$ cat config.mk
export PLATFORM = sky130hd
export DESIGN_NAME = pkg_check
export DESIGN_NICKNAME = d
export VERILOG_FILES = /design/src/rtl/pkg_check.sv
export SDC_FILE = /design/constraint.sdc
export NUM_CORES = 1
export LEC_CHECK = 0
export ABC_AREA = 1
export CORE_AREA = 3 3 304 306
export CTS_CLUSTER_DIAMETER = 100
export CTS_CLUSTER_SIZE = 24
export DETAILED_ROUTE_END_ITERATION = 8
export DIE_AREA = 0 0 307 309
export MAX_ROUTING_LAYER = met4
export PLACE_DENSITY = 0.51
export SETUP_SLACK_MARGIN = 0.05
export SLEW_MARGIN = 25
export SYNTH_ARGS = -nofsm -noshare
export SYNTH_HDL_FRONTEND = slang
export SYNTH_SLANG_ARGS = --single-unit
export TNS_END_PERCENT = 100
$ cat constraint.sdc
create_clock -name clock -period 17.97 [get_ports clock]
set_input_delay 2.6955 -clock clock [delete_from_list [all_inputs] [get_ports clock]]
set_output_delay 2.6955 -clock clock [all_outputs]
set_load 0.01 [all_outputs]
$ cat src/rtl/pkg_check.sv
// Stream sink/checker for the PkgGen packet stream: framing checks plus throughput statistics.
// Optional LFSR-driven backpressure is enabled by defining PKG_CHECK_BACKPRESSURE_EN.
module pkg_check #(
  parameter int DATA_W    = 512,
  parameter int MAX_BEATS = 64,
  parameter int CNT_W     = 32
) (
  input  logic                  clock,
  input  logic                  reset,
  input  logic                  io_enable,
  input  logic                  io_clear,
  input  logic                  io_data_in_valid,
  output logic                  io_data_in_ready,
  input  logic [DATA_W-1:0]     io_data_in_bits_data,
  input  logic [DATA_W/8-1:0]   io_data_in_bits_keep,
  input  logic                  io_data_in_bits_last,
  output logic [CNT_W-1:0]      io_pkt_count,
  output logic [CNT_W-1:0]      io_beat_count,
  output logic [63:0]           io_byte_count,
  output logic [CNT_W-1:0]      io_err_count,
  output logic [2:0]            io_err_code,
  output logic [15:0]           io_last_pkt_bytes,
  output logic [CNT_W-1:0]      io_active_cycles
);
  localparam int KW = DATA_W / 8;
  localparam int PW = $clog2(KW + 1);
  localparam int BW = $clog2(MAX_BEATS + 1);
  localparam logic [BW-1:0] MAX_B = BW'(MAX_BEATS);

  typedef enum logic [1:0] {IDLE, BODY, DROP} state_t;

  state_t          state;
  logic            ready_q;
  logic [BW-1:0]   beat_idx;
  logic [15:0]     pkt_bytes;
  logic            pkt_err;
  logic            active;

  logic            fire;
  logic [PW-1:0]   pop;
  logic [2:0]      beat_err;
  logic [2:0]      err_now;
  logic [BW-1:0]   beat_next;
  logic            oversize;
  logic [16:0]     pkt_sum;
  logic [15:0]     pkt_bytes_next;
  logic [64:0]     byte_sum;
  logic [KW-1:0]   keep_inc;

  // Payload is not inspected; it only exists on the port as a debug tap.
  logic unused_data;
  assign unused_data = ^io_data_in_bits_data;

  assign io_data_in_ready = ready_q;
  assign fire = io_data_in_valid & ready_q;

  always_comb begin
    pop = '0;
    for (int unsigned i = 0; i < KW; i++)
      pop = pop + PW'(io_data_in_bits_keep[i]);
  end

  always_comb begin
    beat_err = '0;
    keep_inc = io_data_in_bits_keep + KW'(1);
    if (io_data_in_bits_last) begin
      beat_err[0] = (io_data_in_bits_keep & keep_inc) != '0;
      beat_err[2] = io_data_in_bits_keep == '0;
    end else begin
      beat_err[1] = io_data_in_bits_keep != '1;
    end
    beat_next = (state == IDLE) ? BW'(1) : beat_idx + BW'(1);
    oversize  = fire && !io_data_in_bits_last && (state != DROP) && (beat_next >= MAX_B);
    err_now   = beat_err | {oversize, 2'b00};
    pkt_sum        = {1'b0, pkt_bytes} + 17'(pop);
    pkt_bytes_next = pkt_sum[16] ? 16'hFFFF : pkt_sum[15:0];
    byte_sum       = {1'b0, io_byte_count} + 65'(pop);
  end

`ifdef PKG_CHECK_BACKPRESSURE_EN
  logic [15:0] lfsr;
  always_ff @(posedge clock) begin
    if (reset || io_clear) lfsr <= 16'hACE1;
    else                   lfsr <= {lfsr[14:0], lfsr[15] ^ lfsr[13] ^ lfsr[12] ^ lfsr[10]};
  end
`endif

  always_ff @(posedge clock) begin
    if (reset) begin
      ready_q           <= 1'b0;
      state             <= IDLE;
      beat_idx          <= '0;
      pkt_bytes         <= '0;
      pkt_err           <= 1'b0;
      active            <= 1'b0;
      io_pkt_count      <= '0;
      io_beat_count     <= '0;
      io_byte_count     <= '0;
      io_err_count      <= '0;
      io_err_code       <= '0;
      io_last_pkt_bytes <= '0;
      io_active_cycles  <= '0;
    end else begin
`ifdef PKG_CHECK_BACKPRESSURE_EN
      ready_q <= io_enable & (lfsr[1:0] != 2'b00);
`else
      ready_q <= io_enable;
`endif
      // Clear wins over a coincident beat: that beat never reaches the statistics.
      if (io_clear) begin
        state             <= IDLE;
        beat_idx          <= '0;
        pkt_bytes         <= '0;
        pkt_err           <= 1'b0;
        active            <= 1'b0;
        io_pkt_count      <= '0;
        io_beat_count     <= '0;
        io_byte_count     <= '0;
        io_err_count      <= '0;
        io_err_code       <= '0;
        io_last_pkt_bytes <= '0;
        io_active_cycles  <= '0;
      end else begin
        if (active && io_active_cycles != '1)
          io_active_cycles <= io_active_cycles + CNT_W'(1);
        if (fire) begin
          if (!active) begin
            active           <= 1'b1;
            io_active_cycles <= CNT_W'(1);
          end
          if (io_beat_count != '1) io_beat_count <= io_beat_count + CNT_W'(1);
          io_byte_count <= byte_sum[64] ? '1 : byte_sum[63:0];
          io_err_code   <= io_err_code | err_now;
          if (io_data_in_bits_last) begin
            if (io_pkt_count != '1) io_pkt_count <= io_pkt_count + CNT_W'(1);
            if ((pkt_err || err_now != '0) && io_err_count != '1)
              io_err_count <= io_err_count + CNT_W'(1);
            io_last_pkt_bytes <= pkt_bytes_next;
            pkt_bytes <= '0;
            pkt_err   <= 1'b0;
            beat_idx  <= '0;
            state     <= IDLE;
          end else begin
            pkt_bytes <= pkt_bytes_next;
            pkt_err   <= pkt_err | (err_now != '0);
            case (state)
              IDLE, BODY: begin
                if (oversize) state <= DROP;
                else begin
                  state    <= BODY;
                  beat_idx <= beat_next;
                end
              end
              default: state <= DROP;
            endcase
          end
        end
      end
    end
  end
endmodule

* Word-level counts from Yosys, hierarchy flattened
Index checks and enable logic that the tools add are counted.
Storage, ports and cells: register bits after elaboration 239, bits of input ports 582, output and inout bits 212, word-level logic and storage cells 134
Operators by class: add/subtract/negate cells 71, order comparisons 1, eq/ne operators 8, muxes and demuxes 17, bitwise operators 5, reductions and logical operators 19
Operator list (number):
- $add A7 B1 Y7 | 57
- $add A32 B1 Y32 const B | 4
- $ne A32 B32 Y1 const B | 4
- $mux W32 | 3
- $add A64 B7 Y65 | 1
- $add A64 B1 Y64 const B | 1
- $and A64 B64 Y64 | 1
- $logic_not A64 Y1 | 1
- $mux W64 | 1
- $ne A64 B64 Y1 const B | 1
- $reduce_bool A64 Y1 | 1
- $mux W16 | 2
- $mux W7 | 4
- $add A16 B7 Y17 | 1
- $reduce_and A3 Y1 | 3
- $add A6 B1 Y7 | 1
- $add A7 B1 Y7 const B | 1
- $ge A7 B7 Y1 const B | 1
- $add A5 B1 Y6 | 1
- $mux W2 | 3
- $or A3 B3 Y3 | 2
- $add A4 B1 Y5 | 1
- $logic_and A1 B1 Y1 | 5
- $add A3 B1 Y4 | 1
- other kinds (14) | 20

* Depth between registers and ports, before layout
Gate-level depths: netlist of run 1.
depth in word-level cells 66, depth in mapped cells 36, mapped depth without buffers 35

* Worst setup path after synthesis of run 1
No wires, ideal clock.
path kind input -> register, start point in io_data_in_bits_keep[35], end point reg io_byte_count[61], setup time 0.074 ns, arrival 9.718 ns, required time 17.896 ns, slack 8.178 ns, stages on the path 33, path through inv_1 -> fa_1 -> inv_1 -> fa_1 -> fa_1 -> inv_1 -> fa_1 -> inv_1 -> fa_1 -> fa_1 -> fa_1 -> inv_1 -> fa_1 -> inv_1 -> fa_1 -> nand3_1 -> and2_1 -> xor2_1 -> inv_1 -> ha_1 -> nand2_1 -> inv_1 -> a21oi_2 -> o21ai_4 -> nand2_4 -> nor3_4 -> nand2_2 -> nor2_4 -> nand2_2 -> nor2_4 -> nand2_2 -> buf_2 -> a31oi_1
On the way: word-level cells in the longest chain between the ends 31
Ends and longest elaborated chain:
- from (decl) | RTL line 15 | input logic [DATA_W/8-1:0] io_data_in_bits_keep,
- $add A7 B1 Y7 (29 in a row) | RTL line 60 | pop = pop + PW'(io_data_in_bits_keep[i]);
- $add A64 B7 Y65 | RTL line 77 | byte_sum = {1'b0, io_byte_count} + 65'(pop);
- $mux W64 | RTL line 132 | io_byte_count <= byte_sum[64] ? '1 : byte_sum[63:0];
- to (signal assigned) | RTL line 132
- to (decl) | RTL line 19 | output logic [63:0] io_byte_count,
Every way passes these cells. A chain may end at the register's enable or synchronous reset.

* Worst setup path in the final report of run 1
start point in io_data_in_bits_keep[35], end point reg io_byte_count[49]
The elaborated chain is that of the path after synthesis.

==> impl_metrics.json, run 1 <==
{
  "ctsResizeCount": 0,
  "synth_compound_area_share_pct": 9.998,
  "ys_types": 53,
  "path_clk_slew_ns": 0.10,
  "cts_made_buffers": 15,
  "cp_slowest_cell": "clkdlybuf4s50_1",
  "swShare_pct": 53.89,
  "std_cell_rows": 110,
  "post-synth-top-area-fraction_pct": 28.68,
  "drtIter0Drc": 1151,
  "synth-xor-area-share_pct": 5.303,
  "mappedNetlistArea_sq_mm": 0.01668,
  "reg2reg_depth": 15,
  "post_drt_wl_per_cell_um": 15.74,
  "p_comb_share_pct": 76.5,
  "h-tree-depth": 1,
  "nets": 3490,
  "grt_first_pass_wirelength_um": 97060,
  "clockRootBuffer": "clkbuf_16",
  "tns_ns": 0,
  "min_path_cells": 2,
  "synth-adder-area-share_pct": 9.496,
  "syn_to_final_growth_pct": 27.54,
  "drc": 0,
  "cts_tree": "yes",
  "finalSetupViolCount": 0,
  "track_usage_pct": 13.20,
  "fmax_ghz": 0.08815,
  "syn-num-nets": 3236,
  "crit_path_max_incr_delay_ns": 0.60,
  "synthMuxAreaShare_pct": 0,
  "synth.top_cells.by_area": "dfxtp_1, nand2_1, nor2_1",
  "die_area_sq_mm": 0.09486,
  "diodes": 0,
  "p_per_area_mw_per_mm2": 186.5,
  "finalNonFillerCells": 3996,
  "synthFlopType": "dfxtp_1",
  "critPathRequiredTime_ns": 18.39,
  "grt_pass1_vias": 16490,
  "rsz0062_at_grt": "no",
  "worstMarginPinSlew_ns": 0.9370,
  "min_from": "io_last_pkt_bytes[14]",
  "outcome": "finished, final reports clean",
  "synth_common_cells": "nand2_1, nor2_1, inv_1",
  "synth.avg_cell_area_sq_um": 6.513,
  "via_count": 17010,
  "synth_top_area_cell": "dfxtp_1",
  "gr-total-overflow": 0,
  "drv_cap": 0,
  "die_w_um": 307,
  "cp_max_fo": 42,
  "cts_hold_buf": 0,
  "clock_sinks": 239,
  "grt_max_degree": 83,
  "finalMaxSlewViolations": 0,
  "clockBufferDepth": 3,
  "start_util_pct": 18.56,
  "hold_end": "io_last_pkt_bytes[14]",
  "io_pins": 794,
  "fin_skew_ns": 0.03209,
  "maxSlewHeadroom_pct": 37.53,
  "min_period_over_period_pct": 63.13,
  "ys_seq_elements": 239,
  "clkLatencyLatePin_ns": 0.53,
  "worst_ep_arrival_time_ns": 11.77,
  "io_buffers": 281,
  "crit_top_cell": "fa_1",
  "synth_edf_count": 0,
  "coreArea_sq_mm": 0.08987,
  "finalHoldViolCount": 0,
  "cts_setup_buffers": 0,
  "synth_top_family_by_area": "simple AND/OR/NAND/NOR gates",
  "power.leakage_uw": 0.007474,
  "antenna_found_initial": 0,
  "dp_hpwl_um": 50330,
  "dr.pass1.iters": 6,
  "p_switching_uw": 2138,
  "cp-start-kind": "input port",
  "p_int_uw": 1829,
  "timing.final.crit_period_ns": 11.34,
  "r2r-end": "io_byte_count[34]",
  "clkPwrFrac_pct": 9.6,
  "rr_startpoint": "io_byte_count[0]",
  "gp_congestion": 0.9624,
  "chipHeight_um": 309,
  "yosysSeqAreaShare_pct": 28.68,
  "cp-end-kind": "flop",
  "hp-class": "reg2reg",
  "placedCellCount": 3974,
  "drive_gt1_share_pct": 3.369,
  "via_per_inst": 4.256,
  "r2r_slack_ns": 14.50,
  "ant_nets": 0,
  "worst-setup-path-type": "in2reg",
  "routed_wl_um": 62900,
  "async_flop_share_pct": 0,
  "ys_warn_count": 0,
  "vdd_ir_drop_max_mv": 0.4005,
  "synth-simple-area-share_pct": 36.88,
  "yosysMostFrequentCell": "nand2_1",
  "power_frac_seq_pct": 13.9,
  "syn_inst": 2561
}
==> flip-flops by register name, summed over array words and instances (netlist names), 7 cells and up <==
register,flops
pkt_bytes,16
io_beat_count,32
io_err_count,32
io_active_cycles,32
io_pkt_count,32
io_last_pkt_bytes,16
beat_idx,7
io_byte_count,64
==> placed cells by master, fill, tap and decap left out, types with 56 or more instances in the layout <==
master,n
nor2_1,388
dfxtp_1,239
xor2_1,69
nand4_1,83
o21ai_0,81
nor3_1,85
inv_1,336
nand2_1,636
clkdlybuf4s50_1,281
a21oi_1,132
fa_1,56
nand3_1,126
==> cell type report <==
| class | count | area, sq um |
|---|---|---|
| clock inverters | 6 | 66.31 |
| multi-input cells | 1910 | 10310 |
| inverters | 357 | 1343 |
| flip-flops and latches | 239 | 4785 |
| well taps | 1176 | 1471 |
| repair buffers | 292 | 2908 |
| clock buffers | 16 | 389.1 |
| fillers | 10080 | 68600 |
==> per-stage QoR <==
| stage | util, % | area (sq um) | hold slack, ns | setup slack, ns | total power, uW |
|---|---|---|---|---|---|
| 6_report | 23.67 | 21280 | 0.4569 | 6.625 | 3967 |
| 4_1_cts | 23.66 | 21260 | 0.4637 | 6.478 | 4063 |
| 3_5_place_dp | 23.15 | 20810 | 0.4452 | 5.996 | 3642 |
| 3_3_place_gp | 23.15 | 20810 | 0.4435 | 5.976 | 3608 |
| 2_1_floorplan | - | 16680 | 0.4324 | 8.178 | 2744 |
| 5_1_grt | 23.67 | 21280 | 0.4871 | 5.963 | 4436 |
==> worst max-delay path by stage <==
stage	cells after the start	startpoint	endpoint	slack (ns)
2_1_floorplan	33	io_data_in_bits_keep[35]	io_byte_count[61]	8.18
3_3_place_gp	34	io_data_in_bits_keep[35]	io_byte_count[23]	5.98
3_5_place_dp	34	io_data_in_bits_keep[35]	io_byte_count[49]	6.00
4_1_cts	34	io_data_in_bits_keep[35]	io_byte_count[49]	6.48
5_1_grt	36	io_data_in_bits_keep[35]	io_byte_count[39]	5.96
6_report	34	io_data_in_bits_keep[35]	io_byte_count[49]	6.63
==> power by group through the flow <==
stage	Clock, uW	Combinational, uW	Sequential, uW
2_1_floorplan	0	2180	564
3_3_place_gp	0	3050	562
3_5_place_dp	0	3080	562
4_1_cts	407	3110	550
5_1_grt	419	3470	552
6_report	382	3040	550
==> critical path, delay by kind of cell <==
family / cells / cell delay [ns]
AO/OA/AOI/OAI: 5 / 1.01
XOR/XNOR: 1 / 0.43
adder cells (fa/ha/maj): 10 / 4.69
buffers and inverters: 8 / 1.14
AND/OR/NAND/NOR: 10 / 1.77
==> metal layers <==
| metal | vias up | global-route usage (%) | wire (um) |
|---|---|---|---|
| met1 | 7878 | 17.14 | 28820 |
| met4 | 0 | 3.032 | 1224 |
| met3 | 71 | 1.766 | 3101 |
| met2 | 331 | 21.84 | 29760 |
| met5 | - | - | 0 |
| li1 | 8728 | - | - |
==> logic make-up after synthesis <==
family | Yosys count
flip-flops | 239
AND/OR/NAND/NOR | 1420
XOR/XNOR | 101
AO/OA/AOI/OAI | 296
adder cells (fa/ha/maj) | 93
buffers and inverters | 412
Note: power is estimated with default switching activity, not from simulation.
==> inputs of run 2 (changes only) <==
--- a/config.mk
+++ b/config.mk
@@ -6,13 +6,13 @@
 export NUM_CORES = 1
 export LEC_CHECK = 0
 export ABC_AREA = 1
-export CORE_AREA = 3 3 304 306
+export CORE_AREA = 3 3 312 314
 export CTS_CLUSTER_DIAMETER = 100
 export CTS_CLUSTER_SIZE = 24
 export DETAILED_ROUTE_END_ITERATION = 8
-export DIE_AREA = 0 0 307 309
+export DIE_AREA = 0 0 315 317
 export MAX_ROUTING_LAYER = met4
-export PLACE_DENSITY = 0.51
+export PLACE_DENSITY = 0.5
 export SETUP_SLACK_MARGIN = 0.05
 export SLEW_MARGIN = 25
 export SYNTH_ARGS = -nofsm -noshare
==> constraint.sdc (replaced) <==
create_clock -name clock -period 9.9 [get_ports clock]
set_input_delay 1.485 -clock clock [delete_from_list [all_inputs] [get_ports clock]]
set_output_delay 1.485 -clock clock [all_outputs]
set_load 0.01 [all_outputs]
==> impl_metrics.json, run 2 (synthesis results as in run 1) <==
{
  "vdd_ir_drop_max_mv": 0.6766,
  "grt_first_pass_wirelength_um": 98970,
  "cts_made_buffers": 15,
  "start_util_pct": 17.58,
  "grt_pass1_vias": 16510,
  "final_util_pct": 23.01,
  "crit_path_max_incr_delay_ns": 0.59,
  "cp_slowest_cell": "fa_1",
  "power.leakage_uw": 0.007754,
  "cts_setup_buffers": 0,
  "diodes": 0,
  "finalHoldViolCount": 0,
  "cp_max_fo": 25,
  "drtIter0Drc": 1103,
  "dp_hpwl_um": 52450,
  "regMostFlops": "io_byte_count",
  "die_w_um": 315,
  "via_count": 17150,
  "clockRootBuffer": "clkbuf_16",
  "clkLatencyLatePin_ns": 0.52,
  "maxSlewHeadroom_pct": 35.29,
  "min_period_over_period_pct": 94.02,
  "worstMarginPinSlew_ns": 0.9618,
  "drv_cap": 0,
  "outcome": "finished, final reports clean",
  "largest_register_ff_count": 64,
  "p_per_area_mw_per_mm2": 367.0,
  "p_comb_share_pct": 78.4,
  "mostFrequentLayoutCells": "nand2_1, nor2_1, inv_1",
  "std_cell_rows": 113,
  "coreArea_sq_mm": 0.09487,
  "path_clk_slew_ns": 0.10,
  "power_frac_seq_pct": 12.5,
  "fmax_ghz": 0.1074,
  "ant_nets": 0,
  "fin_skew_ns": 0.02225,
  "routed_wl_um": 64770,
  "clkPwrFrac_pct": 9.1,
  "hp-class": "reg2reg",
  "io_buffers": 281,
  "finalSetupViolCount": 0,
  "swShare_pct": 51.11,
  "clockBufferDepth": 3,
  "die_area_sq_mm": 0.09986,
  "rsz0062_at_grt": "no",
  "critPathRequiredTime_ns": 10.32,
  "final_common_cell": "nand2_1",
  "holdWs_ns": 0.4579,
  "drc": 0,
  "grt_max_degree": 66,
  "chipHeight_um": 317,
  "post_dp_cell_area_sq_mm": 0.02132,
  "gr-total-overflow": 0,
  "worst-setup-path-type": "in2reg",
  "finalMaxSlewViolations": 0,
  "gp_congestion": 0.9366,
  "cp-end-kind": "flop",
  "syn_to_final_growth_pct": 30.88,
  "io_pins": 794,
  "design_area_sq_mm": 0.02183,
  "p_switching_uw": 4095,
  "antenna_found_initial": 0,
  "via_per_inst": 4.145,
  "dr.pass1.iters": 7,
  "worst_ep_arrival_time_ns": 9.73,
  "p_int_uw": 3917,
  "drive_gt1_share_pct": 5.153,
  "cp-start-kind": "input port",
  "tns_ns": 0,
  "h-tree-depth": 1,
  "track_usage_pct": 12.87,
  "post_drt_wl_per_cell_um": 15.66,
  "nets": 3542,
  "crit_top_cell": "fa_1",
  "timing.final.crit_period_ns": 9.308,
  "cts_tree": "yes",
  "clock_sinks": 239
}
## run 2: power groups by stage
stage / logic (uW) / registers (uW) / clock network (uW)
floorplan: 3960 / 1020 / 0
global placement: 6310 / 1020 / 0
detailed placement: 6370 / 1020 / 0
CTS: 6440 / 1000 / 777
global route: 7200 / 1000 / 800
finish: 6280 / 999 / 732
## run 2: worst paths after layout
kind | startpoint | endpoint | slack, ns | cells past startpoint
worst max-delay path | io_data_in_bits_keep[35] | io_byte_count[23] | 0.59 | 35
worst min-delay path | io_last_pkt_bytes[14] | io_last_pkt_bytes[14] | 0.46 | 2
worst max register to register | io_data_in_ready | io_pkt_count[19] | 6.99 | 14
worst min register to register | io_last_pkt_bytes[14] | io_last_pkt_bytes[14] | 0.46 | 2
## run 2: timing repair
action	CTS	global route
setup endpoints to repair	0	3
gates resized for setup	0	1
hold buffers	0	0
## run 2: critical path, delay by kind of cell
kind                     cells  cell delay (ns)
adder cells (fa/ha/maj)     10             4.73
AO/OA/AOI/OAI                5             0.78
XOR/XNOR                     1             0.38
AND/OR/NAND/NOR             10             1.09
buffers and inverters        9             1.21
## run 2: routing by layer
layer	routed length, um	GRT usage (%)	share of wire (%)	vias up
li1	-	-	-	8812
met1	29750	16.52	46	7979
met2	31390	21.77	48	294
met3	2504	1.616	3.9	62
met4	1120	2.533	1.7	0
met5	0	-	0	-
## run 2: area by class of cell
type / instances / area, sq um
Sequential cell: 239 / 4785
Inverter: 357 / 1343
Fill cell: 10720 / 73040
Clock buffer: 16 / 389.1
Tap cell: 1265 / 1583
Clock inverter: 6 / 112.6
Timing Repair Buffer: 344 / 3311
Multi-Input combinational cell: 1910 / 10310
## run 2: per-stage QoR
step | instances | worst slack, ns | total power [uW]
3_3_place_gp | 4115 | -0.1037 | 7331
3_5_place_dp | 4115 | -0.08849 | 7388
6_report | 4137 | 0.5922 | 8012
4_1_cts | 4137 | 0.3920 | 8218
5_1_grt | 4137 | 0.05468 | 9001
2_1_floorplan | 2561 | 1.318 | 4981
